--- src/rtl/io_bus_responder.sv ---
// io_bus_responder: CPU IO-port peripheral with LEDs, switches, key and ms timer.
// Define IO_BUS_TIMER_EN to build the millisecond timer behind offset 0x078.
module io_bus_responder #(
    parameter int CLK_FREQ_HZ = 23_000_000,
    parameter int DEBOUNCE_MS = 10
) (
    input  logic        iClk,
    input  logic        iResetN,
    input  logic        iDoIoRead,
    input  logic        iDoIoWrite,
    input  logic [31:0] iAddress,
    input  logic [31:0] iDataToStore,
    output logic [15:0] oDataFromIo,
    input  logic [23:0] iSwitch,
    input  logic        iKey,
    output logic [23:0] oLed,
    output logic        oAddrError
);

    // Debounce window in cycles; a zero window still needs one cycle.
    localparam int DB_RAW    = DEBOUNCE_MS * CLK_FREQ_HZ / 1000;
    localparam int DB_CYCLES = (DB_RAW < 1) ? 1 : DB_RAW;
    localparam int DB_W      = (DB_CYCLES > 1) ? $clog2(DB_CYCLES) : 1;
    localparam logic [DB_W-1:0] DB_LAST = DB_W'(DB_CYCLES - 1);

    localparam logic [9:0] OFF_LED_LO = 10'h060;
    localparam logic [9:0] OFF_LED_HI = 10'h062;
    localparam logic [9:0] OFF_SW_LO  = 10'h070;
    localparam logic [9:0] OFF_SW_HI  = 10'h072;
    localparam logic [9:0] OFF_KEY    = 10'h074;
    localparam logic [9:0] OFF_TIMER  = 10'h078;

    logic        inIoRegion;
    logic [9:0]  offset;
    logic        rdEn;
    logic        wrEn;
    logic        selLedLo;
    logic        selLedHi;
    logic        selSwLo;
    logic        selSwHi;
    logic        selKey;
    logic        selTimer;
    logic        mapped;
    logic [15:0] readValue;
    logic [15:0] timerValue;

    logic [23:0] swMeta;
    logic [23:0] swSync;

    logic            keyMeta;
    logic            keySync;
    logic            keyLevel;
    logic [DB_W-1:0] dbCnt;
    logic            keyFlip;
    logic            keyRise;
    logic            keyClr;
    logic            keyLatch;

    logic unusedStoreHi;

    assign unusedStoreHi = ^iDataToStore[31:16];

    // Address decode: only the top 1 KiB of the address space is IO.
    assign inIoRegion = &iAddress[31:10];
    assign offset     = iAddress[9:0];
    assign rdEn       = inIoRegion & iDoIoRead;
    assign wrEn       = inIoRegion & iDoIoWrite;

    assign selLedLo = (offset == OFF_LED_LO);
    assign selLedHi = (offset == OFF_LED_HI);
    assign selSwLo  = (offset == OFF_SW_LO);
    assign selSwHi  = (offset == OFF_SW_HI);
    assign selKey   = (offset == OFF_KEY);
    assign selTimer = (offset == OFF_TIMER);

    // The timer offset stays mapped even when the timer is not built.
    assign mapped = selLedLo | selLedHi | selSwLo
                  | selSwHi | selKey | selTimer;

    // Read mux from registered state; zero-latency for the single-cycle CPU.
    always_comb begin
        readValue = 16'h0000;
        unique case (offset)
            OFF_LED_LO: readValue = oLed[15:0];
            OFF_LED_HI: readValue = {8'h00, oLed[23:16]};
            OFF_SW_LO:  readValue = swSync[15:0];
            OFF_SW_HI:  readValue = {8'h00, swSync[23:16]};
            OFF_KEY:    readValue = {14'h0000, keyLevel, keyLatch};
            OFF_TIMER:  readValue = timerValue;
            default:    readValue = 16'h0000;
        endcase
    end

    assign oDataFromIo = rdEn ? readValue : 16'h0000;

    // LED output registers, written per half-word.
    always_ff @(posedge iClk or negedge iResetN) begin
        if (!iResetN) begin
            oLed <= 24'h000000;
        end else begin
            if (wrEn && selLedLo) begin
                oLed[15:0] <= iDataToStore[15:0];
            end
            if (wrEn && selLedHi) begin
                oLed[23:16] <= iDataToStore[7:0];
            end
        end
    end

    // Sticky flag for strobes that hit an unmapped IO offset.
    always_ff @(posedge iClk or negedge iResetN) begin
        if (!iResetN) begin
            oAddrError <= 1'b0;
        end else if ((rdEn || wrEn) && !mapped) begin
            oAddrError <= 1'b1;
        end
    end

    // Two-flop synchroniser for the asynchronous switch pads.
    always_ff @(posedge iClk or negedge iResetN) begin
        if (!iResetN) begin
            swMeta <= 24'h000000;
            swSync <= 24'h000000;
        end else begin
            swMeta <= iSwitch;
            swSync <= swMeta;
        end
    end

    // Two-flop synchroniser for the raw key.
    always_ff @(posedge iClk or negedge iResetN) begin
        if (!iResetN) begin
            keyMeta <= 1'b0;
            keySync <= 1'b0;
        end else begin
            keyMeta <= iKey;
            keySync <= keyMeta;
        end
    end

    // The level flips only after the synced key disagrees for a full window.
    assign keyFlip = (keySync != keyLevel) && (dbCnt == DB_LAST);
    assign keyRise = keyFlip && keySync;

    // Any return to the accepted level restarts the window.
    always_ff @(posedge iClk or negedge iResetN) begin
        if (!iResetN) begin
            dbCnt    <= '0;
            keyLevel <= 1'b0;
        end else if (keySync == keyLevel) begin
            dbCnt <= '0;
        end else if (keyFlip) begin
            dbCnt    <= '0;
            keyLevel <= keySync;
        end else begin
            dbCnt <= dbCnt + 1'b1;
        end
    end

    // Latch is cleared by a status read or by writing 1 to bit0.
    assign keyClr = selKey && (rdEn || (wrEn && iDataToStore[0]));

    // Press latch: a new press outranks a same-cycle clear.
    always_ff @(posedge iClk or negedge iResetN) begin
        if (!iResetN) begin
            keyLatch <= 1'b0;
        end else if (keyRise) begin
            keyLatch <= 1'b1;
        end else if (keyClr) begin
            keyLatch <= 1'b0;
        end
    end

`ifdef IO_BUS_TIMER_EN
    localparam int PRESCALE = (CLK_FREQ_HZ / 1000 < 1) ? 1 : CLK_FREQ_HZ / 1000;
    localparam int PRE_W    = (PRESCALE > 1) ? $clog2(PRESCALE) : 1;
    localparam logic [PRE_W-1:0] PRE_LAST = PRE_W'(PRESCALE - 1);

    logic [PRE_W-1:0] preCnt;
    logic             msTick;
    logic             timerClr;
    logic [15:0]      msCount;

    assign msTick   = (preCnt == PRE_LAST);
    assign timerClr = wrEn && selTimer;

    // Millisecond prescaler; a timer write restarts the current ms.
    always_ff @(posedge iClk or negedge iResetN) begin
        if (!iResetN) begin
            preCnt <= '0;
        end else if (timerClr || msTick) begin
            preCnt <= '0;
        end else begin
            preCnt <= preCnt + 1'b1;
        end
    end

    // Free-running 16-bit ms count; a write outranks the tick.
    always_ff @(posedge iClk or negedge iResetN) begin
        if (!iResetN) begin
            msCount <= 16'h0000;
        end else if (timerClr) begin
            msCount <= 16'h0000;
        end else if (msTick) begin
            msCount <= msCount + 16'd1;
        end
    end

    assign timerValue = msCount;
`else
    assign timerValue = 16'h0000;
`endif

endmodule
--- config.mk ---
export PLATFORM = sky130hd
export DESIGN_NAME = io_bus_responder
export DESIGN_NICKNAME = d
export VERILOG_FILES = /design/src/rtl/io_bus_responder.sv
export SDC_FILE = /design/constraint.sdc
export NUM_CORES = 1
export LEC_CHECK = 0
export BUFFER_PORTS_ARGS = -buffer_cell sky130_fd_sc_hd__buf_2
export CORE_MARGIN = 8
export CORE_UTILIZATION = 50
export CTS_BUF_LIST = sky130_fd_sc_hd__clkbuf_8 sky130_fd_sc_hd__clkbuf_16
export CTS_CLUSTER_SIZE = 25
export DETAILED_ROUTE_END_ITERATION = 8
export HOLD_SLACK_MARGIN = 0.02
export PLACE_DENSITY = 0.9
export SLEW_MARGIN = 15
export SYNTH_ARGS = -nofsm -noshare
export SYNTH_HDL_FRONTEND = slang
export SYNTH_SLANG_ARGS = --single-unit
--- constraint.sdc ---
create_clock -name iClk -period 2.43 [get_ports iClk]
set_input_delay 0 -clock iClk [delete_from_list [all_inputs] [get_ports iClk]]
set_output_delay 0 -clock iClk [all_outputs]
set_load 0.02 [all_outputs]
[Word-level counts from Yosys, hierarchy flattened]
Cells that the tools add are included.
Cells by class
  $add $sub $neg: 1
  eq/ne operators: 9
  multiplexer cells: 6
  bitwise gates (word level): 8
  reductions and logical operators: 13
Operator list (count)
  16-bit case mux with 5 select lines: 1
  10-bit by 7-bit == test with 1-bit output (second input constant): 6
  18-bit two-way mux: 2
  22-bit AND reduction: 1
  18-bit by 1-bit adder with 18-bit output (second input constant): 1
  18-bit == test (second input constant): 1
  16-bit two-way mux: 1
  1-bit logical AND: 7
  1-bit OR: 5
  1-bit bitwise AND: 2
  1-bit logical OR: 2
  1-bit two-way mux: 2
  2-bit AND reduction: 1
  2-bit nonzero test: 1
  1-bit == test: 1
  1-bit logical NOT: 1
  1-bit inequality test: 1
  1-bit NOT: 1
Storage, ports and cells
  register bits after elaboration: 95
  bits of input ports: 93
  output and inout bits: 41
  logic and storage cells: 47

[Depth between registers and ports, before layout]
Gate-level depths: netlist of run 1.
  depth in word-level cells: 8
  depth in mapped cells: 6

[Worst setup path before layout of run 1]
Ideal clock, no wire load.
  path kind: reg2reg
  start point: register dbCnt[0]
  end point: register dbCnt[10]
  library setup time: 0.132 ns
  arrival: 1.741 ns
  data required time: 2.298 ns
  path slack: 0.557 ns
  stages on the path, launching flop included: 7
  path buffers: 1
  clock period less this slack: 1.873 ns
  path through: dfrtp_1 -> ha_1 -> and3_1 -> nand2_1 -> o31ai_2 -> clkbuf_1 -> nor2_1
Between the ends
  longest elaborated chain between the ends: 4
  elaborated cells between the ends (all ways): 5
  classes of those cells: add/sub (1); eq/ne (1); mux (2); reduce/logical (1)
RTL lines
  start, declared: line 53  | logic [DB_W-1:0] dbCnt;
  start signal, assigned: line 156  | dbCnt <= dbCnt + 1'b1;
  parallel branches: the longest is 2 deep, another holds 18-bit by 1-bit adder with 18-bit output
  18-bit two-way mux (*): line 152  | end else if (keyFlip) begin
  18-bit two-way mux (*): line 150  | end else if (keySync == keyLevel) begin
Every way passes the cells marked *.
A chain may end at the register's enable or synchronous reset.

[Worst setup path after layout of run 1]
  start point: register dbCnt[0]
  end point: register dbCnt[16]
Same word-level chain as after synthesis.

==> out/qor.log, run 1 <==
qor: status.result_of_the_run finished clean
qor: sta.postLayoutSetupSlackWorst 0.503 ns
qor: pwr.vdd_ir_drop_max 0.499 mV
qor: logic_synthesis.ys_seq_elements 95
qor: global_routing.largest_net_degree_at_the_start_of_global_routing 55
qor: clock_network.clockBufferDepth 2
qor: worst_hold_path.holdCritPathClass input port to register
qor: clock_network.cts_setup_buffers 0
qor: sta.finalHoldWorstSlack 0.115 ns
qor: placed_design.port-buffer-count 117
qor: global_routing.grtUsageTotal 20.6%
qor: logic_synthesis.async_flop_share 100%
qor: clock_network.clk_root_buffer_cell sky130_fd_sc_hd__clkbuf_8
qor: logic_synthesis.seq_area_frac_synth 61.0%
qor: critical_path.category_of_the_critical_setup_timing_path register to register
qor: sta.timing.final.crit_period 1.93 ns
qor: sta.fin_setup_tns 0 ns
qor: drt.drcViolationCount 0
qor: placed_design.hpwl 6970 µm
qor: sta.slew_headroom 56.0%
qor: logic_synthesis.synthMostInstantiatedCell sky130_fd_sc_hd__dfrtp_1
qor: pwr.power_frac_clock 35.7%
qor: pwr.power.share.sequential 56.4%
qor: pwr.leak_pwr 2.54 nW
qor: logic_synthesis.cells_taking_the_most_area_after_synthesis sky130_fd_sc_hd__dfrtp_1, sky130_fd_sc_hd__mux2_2, sky130_fd_sc_hd__mux2i_1, sky130_fd_sc_hd__mux2_4, sky130_fd_sc_hd__nor2_1
qor: floorplan.die_w 104 µm
qor: critical_path.startpoint dbCnt[0]
qor: placed_design.placement.setup.worst_slack 0.445 ns
qor: critical_path.critical_path.slowest_cell sky130_fd_sc_hd__or4b_2
qor: logic_synthesis.synthCells 300
qor: logic_synthesis.netlist_area 0.00390 mm²
qor: floorplan.initial_core_util 50.9%
qor: sta.worst_margin_slew 0.659 ns
qor: logic_synthesis.synth_flop_cell sky130_fd_sc_hd__dfrtp_1
qor: sta.timing.fmax 519 MHz
qor: pwr.comb_power_share 7.9%
qor: logic_synthesis.library_cells_used_by_synthesis 47
qor: pwr.total_switching_power 0.690 mW
qor: critical_path.cp_slowest_stage_delay 0.59 ns
qor: logic_synthesis.synth.top_cell.area_share 61.0%
qor: drt.detailedRoute.firstPassIterationCount 4
qor: placed_design.cell_count_post_placement 518
qor: drt.ant_nets 0
qor: drt.vias 3116
qor: clock_network.h-tree-depth 3
qor: global_routing.gr_ovfl_total 0
qor: drt.routed_via_density 5.41
qor: finish.fin_util 68.3%
qor: clock_network.postCtsResizedCells 0
qor: critical_path.worst_ep_required_time 2.71 ns
qor: drt.routedWlPerCell 19.1 µm
qor: clock_network.clk_pin_slew_worst_paths 0.09 ns
qor: pwr.power_density 559 mW/mm²
qor: clock_network.cts.sink_count 95
qor: clock_network.cts_tree done
qor: floorplan.dieArea 0.0109 mm²
qor: logic_synthesis.synth_warnings 0
qor: global_routing.first_global_vias 3425
qor: floorplan.placeableCoreArea 0.00765 mm²
qor: critical_path.worst-endpoint-arrival 2.21 ns
qor: drt.dr.first_iter.drc_count 177
qor: sta.timing.final.crit_share 79.3%
qor: clock_network.tritoncts.num_buffers 9
qor: finish.nets 563
qor: logic_synthesis.synth-edff-count 0
qor: sta.number_of_pins_exceeding_their_max_slew_limit_in_the_final_report 0
qor: critical_path.setup.worst_path.start_class register
qor: finish.post_route_cells_drive_above_1_share 36.9%
qor: sta.hold_viol 0
qor: sta.setup_viol 0
qor: clock_network.worstSkewPairLatency 0.36 ns
qor: logic_synthesis.post_synth.cell_area_avg 13.0 µm²
qor: logic_synthesis.synth_fp_nets 394
qor: floorplan.die_height 104 µm
qor: global_routing.grt_pass1_wl 17900 µm
qor: critical_path.cp_cell_sequence ha_1 > nand4_1 > nor2_1 > or4b_2 > a21oi_1
qor: finish.n_antenna_cell 0
qor: critical_path.crit_path_end_kind register
qor: sta.clock_skew 0.0114 ns
qor: pwr.p_int 2.23 mW
qor: flow_run.cap_viol_max_count 0
qor: global_routing.antenna_found_initial 0
qor: finish.instances_no_fill 576
qor: placed_design.globalplace.congestion 0.838
qor: logic_synthesis.yosys.area.top_type sky130_fd_sc_hd__dfrtp_1
qor: floorplan.floorplan.io_pins 134
qor: logic_synthesis.yosys-top-cells-count sky130_fd_sc_hd__dfrtp_1, sky130_fd_sc_hd__nor2_1, sky130_fd_sc_hd__mux2i_1
qor: pwr.sw_frac_of_total 23.7%
qor: critical_path.rr_startpoint dbCnt[0]
qor: sta.grt_setup_unrepaired no
qor: worst_hold_path.min_from iAddress[5]
qor: critical_path.crit_path_max_fanout 5
qor: drt.routed_wl 11000 µm
qor: finish.areaGrowthSynthToFinish 34.0%
qor: floorplan.num_rows 32
-- kinds of logic (layout without fill, tap and decap cells) --
family | after synthesis | in the layout | synth area share [%]
buffers and inverters | 16 | 190 | 2.18
DFF | 95 | 95 | 61.0
muxes | 43 | 43 | 13.5
xor gates and xnor gates | 14 | 14 | 3.15
adders and majority gates | 2 | 2 | 0.578
and+or+nand+nor | 106 | 106 | 15.4
AOI/OAI and AO/OA | 24 | 24 | 4.24
-- layout make-up --
type                       count  area, µm²
clock inverter                 7       72.6
timing repair buffer         165       1050
fill                         504       2420
clock buffer                   9        124
multi-input combinational    189       1430
tap                          102        128
sequential                    95       2380
inverter                       9       33.8
-- repair_timing --
item | in CTS | in global routing
endpoints found under the hold margin | 101 | 0
hold buffers | 42 | 0
setup endpoints to repair | 0 | 0
-- placed cells by master, fill, tap and decap left out, types with 2 or more instances in the layout --
cell / n
sky130_fd_sc_hd__dfrtp_1: 95
sky130_fd_sc_hd__o21ai_0: 3
sky130_fd_sc_hd__xnor2_1: 11
sky130_fd_sc_hd__nor4_1: 6
sky130_fd_sc_hd__nand2_1: 9
sky130_fd_sc_hd__nor3_1: 11
sky130_fd_sc_hd__buf_4: 7
sky130_fd_sc_hd__xor2_1: 3
sky130_fd_sc_hd__or2_2: 2
sky130_fd_sc_hd__a22o_1: 4
sky130_fd_sc_hd__buf_2: 116
sky130_fd_sc_hd__nor3b_1: 4
sky130_fd_sc_hd__mux2_2: 15
sky130_fd_sc_hd__or4_1: 2
sky130_fd_sc_hd__nand4_1: 10
sky130_fd_sc_hd__dlygate4sd3_1: 42
sky130_fd_sc_hd__mux2i_1: 16
sky130_fd_sc_hd__clkbuf_8: 9
sky130_fd_sc_hd__nor3_4: 2
sky130_fd_sc_hd__nand3b_1: 2
sky130_fd_sc_hd__inv_6: 2
sky130_fd_sc_hd__nand3_1: 9
sky130_fd_sc_hd__mux2_4: 10
sky130_fd_sc_hd__inv_1: 11
sky130_fd_sc_hd__or3_1: 3
sky130_fd_sc_hd__nor2_1: 35
sky130_fd_sc_hd__nor2b_1: 2
sky130_fd_sc_hd__clkinv_4: 2
sky130_fd_sc_hd__mux4_2: 2
sky130_fd_sc_hd__a21oi_1: 10
-- flip-flops by register name (all words and copies together) (netlist names) --
register,cells
dbCnt,18
keyLatch,1
keyLevel,1
keyMeta,1
keySync,1
oAddrError,1
oLed,24
swMeta,24
swSync,24
-- worst paths after layout --
check,endpoint,slack [ns],cells after the start
worst max-delay path,dbCnt[16],0.50,5
worst min-delay path,oAddrError,0.12,3
worst max register to register,dbCnt[16],0.50,5
worst min register to register,swSync[5],0.35,0
max in group asynchronous,keySync,1.46,3
min in group asynchronous,swMeta[20],0.22,2
-- per-stage QoR --
| stage | power [mW] | area [µm²] |
|---|---|---|
| 3_5_place_dp | 1.85 | 4610 |
| 3_3_place_gp | 1.84 | 4610 |
| 5_1_grt | 3.01 | 5220 |
| 4_1_cts | 2.90 | 5220 |
| 6_report | 2.92 | 5220 |
| 2_1_floorplan | 1.73 | 3900 |
-- power groups by stage --
stage / Combinational, mW / Clock (mW) / Sequential, mW
5_1_grt: 0.251 / 1.11 / 1.65
2_1_floorplan: 0.0606 / 0 / 1.67
4_1_cts: 0.225 / 1.03 / 1.64
6_report: 0.229 / 1.04 / 1.65
3_3_place_gp: 0.166 / 0 / 1.67
3_5_place_dp: 0.171 / 0 / 1.68
-- critical path: cells and delay by family, from the launching register on --
kind	cells	cell delay (ns)
AOI/OAI and AO/OA	1	0.15
adders and majority gates	1	0.27
DFF	1	0.43
and+or+nand+nor	3	1.01
-- routing by layer --
metal	track usage (%)	part of all wire (%)
met1	22.9	37
met2	35.7	52
met3	5.82	7.1
met4	9.62	3.5
met5	0	0
(Power assumes the default switching activity.)
==> run 2, diff against run 1 <==
- CORE_UTILIZATION: 50 -> 45
- PLACE_DENSITY: 0.9 -> 0.86
- clock period: 2.43 -> 1.7 ns (I/O delays scaled with it)
==> run 2 against run 1 <==
Effect of this change: worst hold slack worse by 0.018 ns; global-route usage down 0.85 points; fmax up 14%; critical endpoint is now dbCnt[17].
==> out/qor.log, run 2 (synthesis gave the netlist of run 1 again) <==
qor: status.result_of_the_run finished clean
qor: drt.vias 3309 [+6.2%]
qor: pwr.sw_frac_of_total 24.2% [+0.59 points]
qor: critical_path.worst-endpoint-arrival 1.99 ns [-0.22 ns]
qor: pwr.design_power_total 4.24 mW [+45%]
qor: pwr.power_frac_clock 35.9% [+0.2 points]
qor: finish.fillerInstances 595 [+18%]
qor: drt.routedWlPerCell 18.9 µm [-0.95%]
qor: global_routing.antenna_found_initial 0 [unchanged]
qor: critical_path.critical_path.slowest_cell sky130_fd_sc_hd__dfrtp_1
qor: clock_network.clockBufferDepth 2 [unchanged]
qor: worst_hold_path.min_from iAddress[14]
qor: critical_path.worst_r2r_path_depth 4 [-1]
qor: clock_network.clk_pin_slew_worst_paths 0.11 ns [+0.02 ns]
qor: sta.setup_viol 0 [unchanged]
qor: finish.post_route_cells_drive_above_1_share 43.2% [+6.3 points]
qor: drt.dr.first_iter.drc_count 200 [+13%]
qor: clock_network.cts.sink_count 95 [unchanged]
qor: sta.slew_headroom 60.9% [+4.9 points]
qor: floorplan.die_height 109 µm [+4.6%]
qor: worst_hold_path.hold_path_depth 4 [+1]
qor: sta.hold_viol 0 [unchanged]
qor: pwr.comb_power_share 8.6% [+0.7 points]
qor: placed_design.port-buffer-count 117 [unchanged]
qor: clock_network.h-tree-depth 3 [unchanged]
qor: pwr.p_int 3.21 mW [+44%]
qor: pwr.total_switching_power 1.03 mW [+49%]
qor: global_routing.first_global_vias 3597 [+5.0%]
qor: sta.number_of_pins_exceeding_their_max_slew_limit_in_the_final_report 0 [unchanged]
qor: sta.fin_setup_tns 0 ns [unchanged]
qor: drt.detailedRoute.firstPassIterationCount 4 [unchanged]
qor: worst_hold_path.holdCritPathClass input port to register
qor: critical_path.worst-r2r-setup-slack 0.009 ns [-0.49 ns]
qor: drt.routed_wl 11600 µm [+5.8%]
qor: finish.nets 596 [+5.9%]
qor: finish.n_antenna_cell 0 [unchanged]
qor: global_routing.largest_net_degree_at_the_start_of_global_routing 48 [-13%]
qor: sta.timing.fmax 592 MHz [+14%]
qor: critical_path.rr_startpoint dbCnt[8]
qor: floorplan.die_w 109 µm [+4.6%]
qor: pwr.power_density 759 mW/mm² [+36%]
qor: clock_network.tritoncts.num_buffers 9 [unchanged]
qor: critical_path.crit_path_end_kind register
qor: worst_hold_path.worstHoldEndpoint oAddrError
qor: critical_path.cp_cell_sequence nand3_1 > or3_4 > or4_1 > a21oi_1
qor: sta.finalHoldWorstSlack 0.0974 ns [-0.0180 ns]
qor: sta.worst_margin_slew 0.586 ns [-0.0732 ns]
qor: floorplan.num_rows 34 [+6.3%]
qor: placed_design.globalplace.congestion 0.893 [+6.6%]
qor: finish.areaGrowthSynthToFinish 43.3%
qor: drt.routed_via_density 5.38 [-0.54%]
qor: floorplan.dieArea 0.0119 mm² [+9.4%]
qor: flow_run.cap_viol_max_count 0 [unchanged]
qor: critical_path.cp_slowest_stage_delay 0.47 ns [-0.12 ns]
qor: finish.largestRegisters oLed (24), swMeta (24), swSync (24)
qor: placed_design.placement.cell_area 0.00481 mm² [+4.5%]
qor: floorplan.floorplan.io_pins 134 [unchanged]
qor: pwr.power.share.sequential 55.4% [-1.0 points]
qor: global_routing.gr_ovfl_total 0 [unchanged]
qor: floorplan.initial_core_util 45.6% [-5.4 points]
qor: sta.grt_setup_unrepaired yes
qor: pwr.vdd_ir_drop_max 0.708 mV [+42%]
qor: clock_network.worstSkewPairLatency 0.38 ns [+0.02 ns]
qor: sta.clock_skew 0.0129 ns [+0.00151 ns]
qor: clock_network.clk_root_buffer_cell sky130_fd_sc_hd__clkbuf_8
qor: finish.mostFrequentLayoutCells sky130_fd_sc_hd__buf_2, sky130_fd_sc_hd__dfrtp_1, sky130_fd_sc_hd__dlygate4sd3_1, sky130_fd_sc_hd__buf_4, sky130_fd_sc_hd__nor2_1
qor: pwr.leak_pwr 2.73 nW [+7.5%]
qor: floorplan.placeableCoreArea 0.00855 mm² [+12%]
qor: placed_design.hpwl 7560 µm [+8.4%]
qor: finish.instances_no_fill 615 [+6.8%]
qor: drt.ant_nets 0 [unchanged]
qor: critical_path.category_of_the_critical_setup_timing_path register to register
qor: finish.final_common_cell sky130_fd_sc_hd__buf_2
qor: placed_design.cell_count_post_placement 544 [+5.0%]
qor: clock_network.cts_tree done
qor: drt.drcViolationCount 0 [unchanged]
qor: sta.timing.final.crit_period 1.69 ns [-0.237 ns]
qor: critical_path.setup.worst_path.start_class register
qor: global_routing.grtUsageTotal 19.8% [-0.85 points]
qor: global_routing.grt_pass1_wl 18000 µm [+1.1%]
qor: critical_path.crit_path_max_fanout 5 [unchanged]
qor: sta.timing.final.crit_share 99.4% [+20 points]
qor: finish.final_cell_area 0.00558 mm² [+6.9%]
qor: critical_path.worst_ep_required_time 1.99 ns [-0.72 ns]
qor: critical_path.worstReg2RegEnd dbCnt[17]
-- run 2: worst max-delay path by stage --
stage | slack, ns | depth (start not counted) | from | end
2_1_floorplan | -0.01 | 5 | iAddress[7] | oLed[10]
3_3_place_gp | -0.07 | 6 | iAddress[7] | oLed[15]
3_5_place_dp | -0.11 | 6 | iAddress[7] | oLed[3]
4_1_cts | 0.001 | 5 | dbCnt[10] | dbCnt[17]
5_1_grt | -0.06 | 6 | dbCnt[11] | dbCnt[2]
6_report | 0.009 | 4 | dbCnt[8] | dbCnt[17]
-- run 2: timing repair --
action / CTS / global route
buffers inserted: 4 / 9
gates cloned: 0 / 0
resized for setup: 0 / 14
hold endpoints to repair: 94 / 0
pin swaps: 0 / 6
hold buffers: 42 / 0
endpoints found under the setup margin: 3 / 23
-- run 2: power by group through the flow --
| stage | Combinational (mW) | Clock [mW] | Sequential (mW) |
|---|---|---|---|
| floorplan | 0.0882 | 0 | 2.38 |
| global placement | 0.257 | 0 | 2.39 |
| detailed placement | 0.269 | 0 | 2.39 |
| CTS | 0.348 | 1.52 | 2.35 |
| global route | 0.401 | 1.63 | 2.36 |
| finish | 0.365 | 1.52 | 2.35 |
-- run 2: worst max-delay path, delay by kind of cell (launching register included) --
| kind | cells | cell delay, ns |
|---|---|---|
| compound gates | 1 | 0.16 |
| flops | 1 | 0.47 |
| simple gates | 3 | 1.00 |
-- run 2: final cells by class --
cell class | instances | area (µm²) | share of cell area [%]
well taps | 108 | 135 | 2.42
clock inverters | 7 | 71.3 | 1.28
multi-input cells | 189 | 1500 | 26.8
inverters | 9 | 33.8 | 0.605
flip-flops and latches | 95 | 2380 | 42.6
clock buffers | 9 | 124 | 2.22
repair buffers | 198 | 1340 | 24.0
-- run 2: layer usage --
layer | vias up | routed length [µm] | GRT usage [%] | part of all wire, %
met5 | - | 0 | 0 | 0
met4 | 0 | 509 | 12.6 | 4.4
met3 | 40 | 941 | 4.61 | 8.1
met2 | 162 | 6170 | 34.7 | 53
met1 | 1635 | 4020 | 21.0 | 35
li1 | 1472 | - | - | -
-- run 2: stage by stage --
step | worst slack, ns | util [%]
after floorplan | -0.0124 | -
after global placement | -0.0703 | 56.3
after detailed placement | -0.110 | 56.3
after CTS | 0.00136 | 63.8
after global routing | -0.0633 | 65.3
final | 0.00941 | 65.3
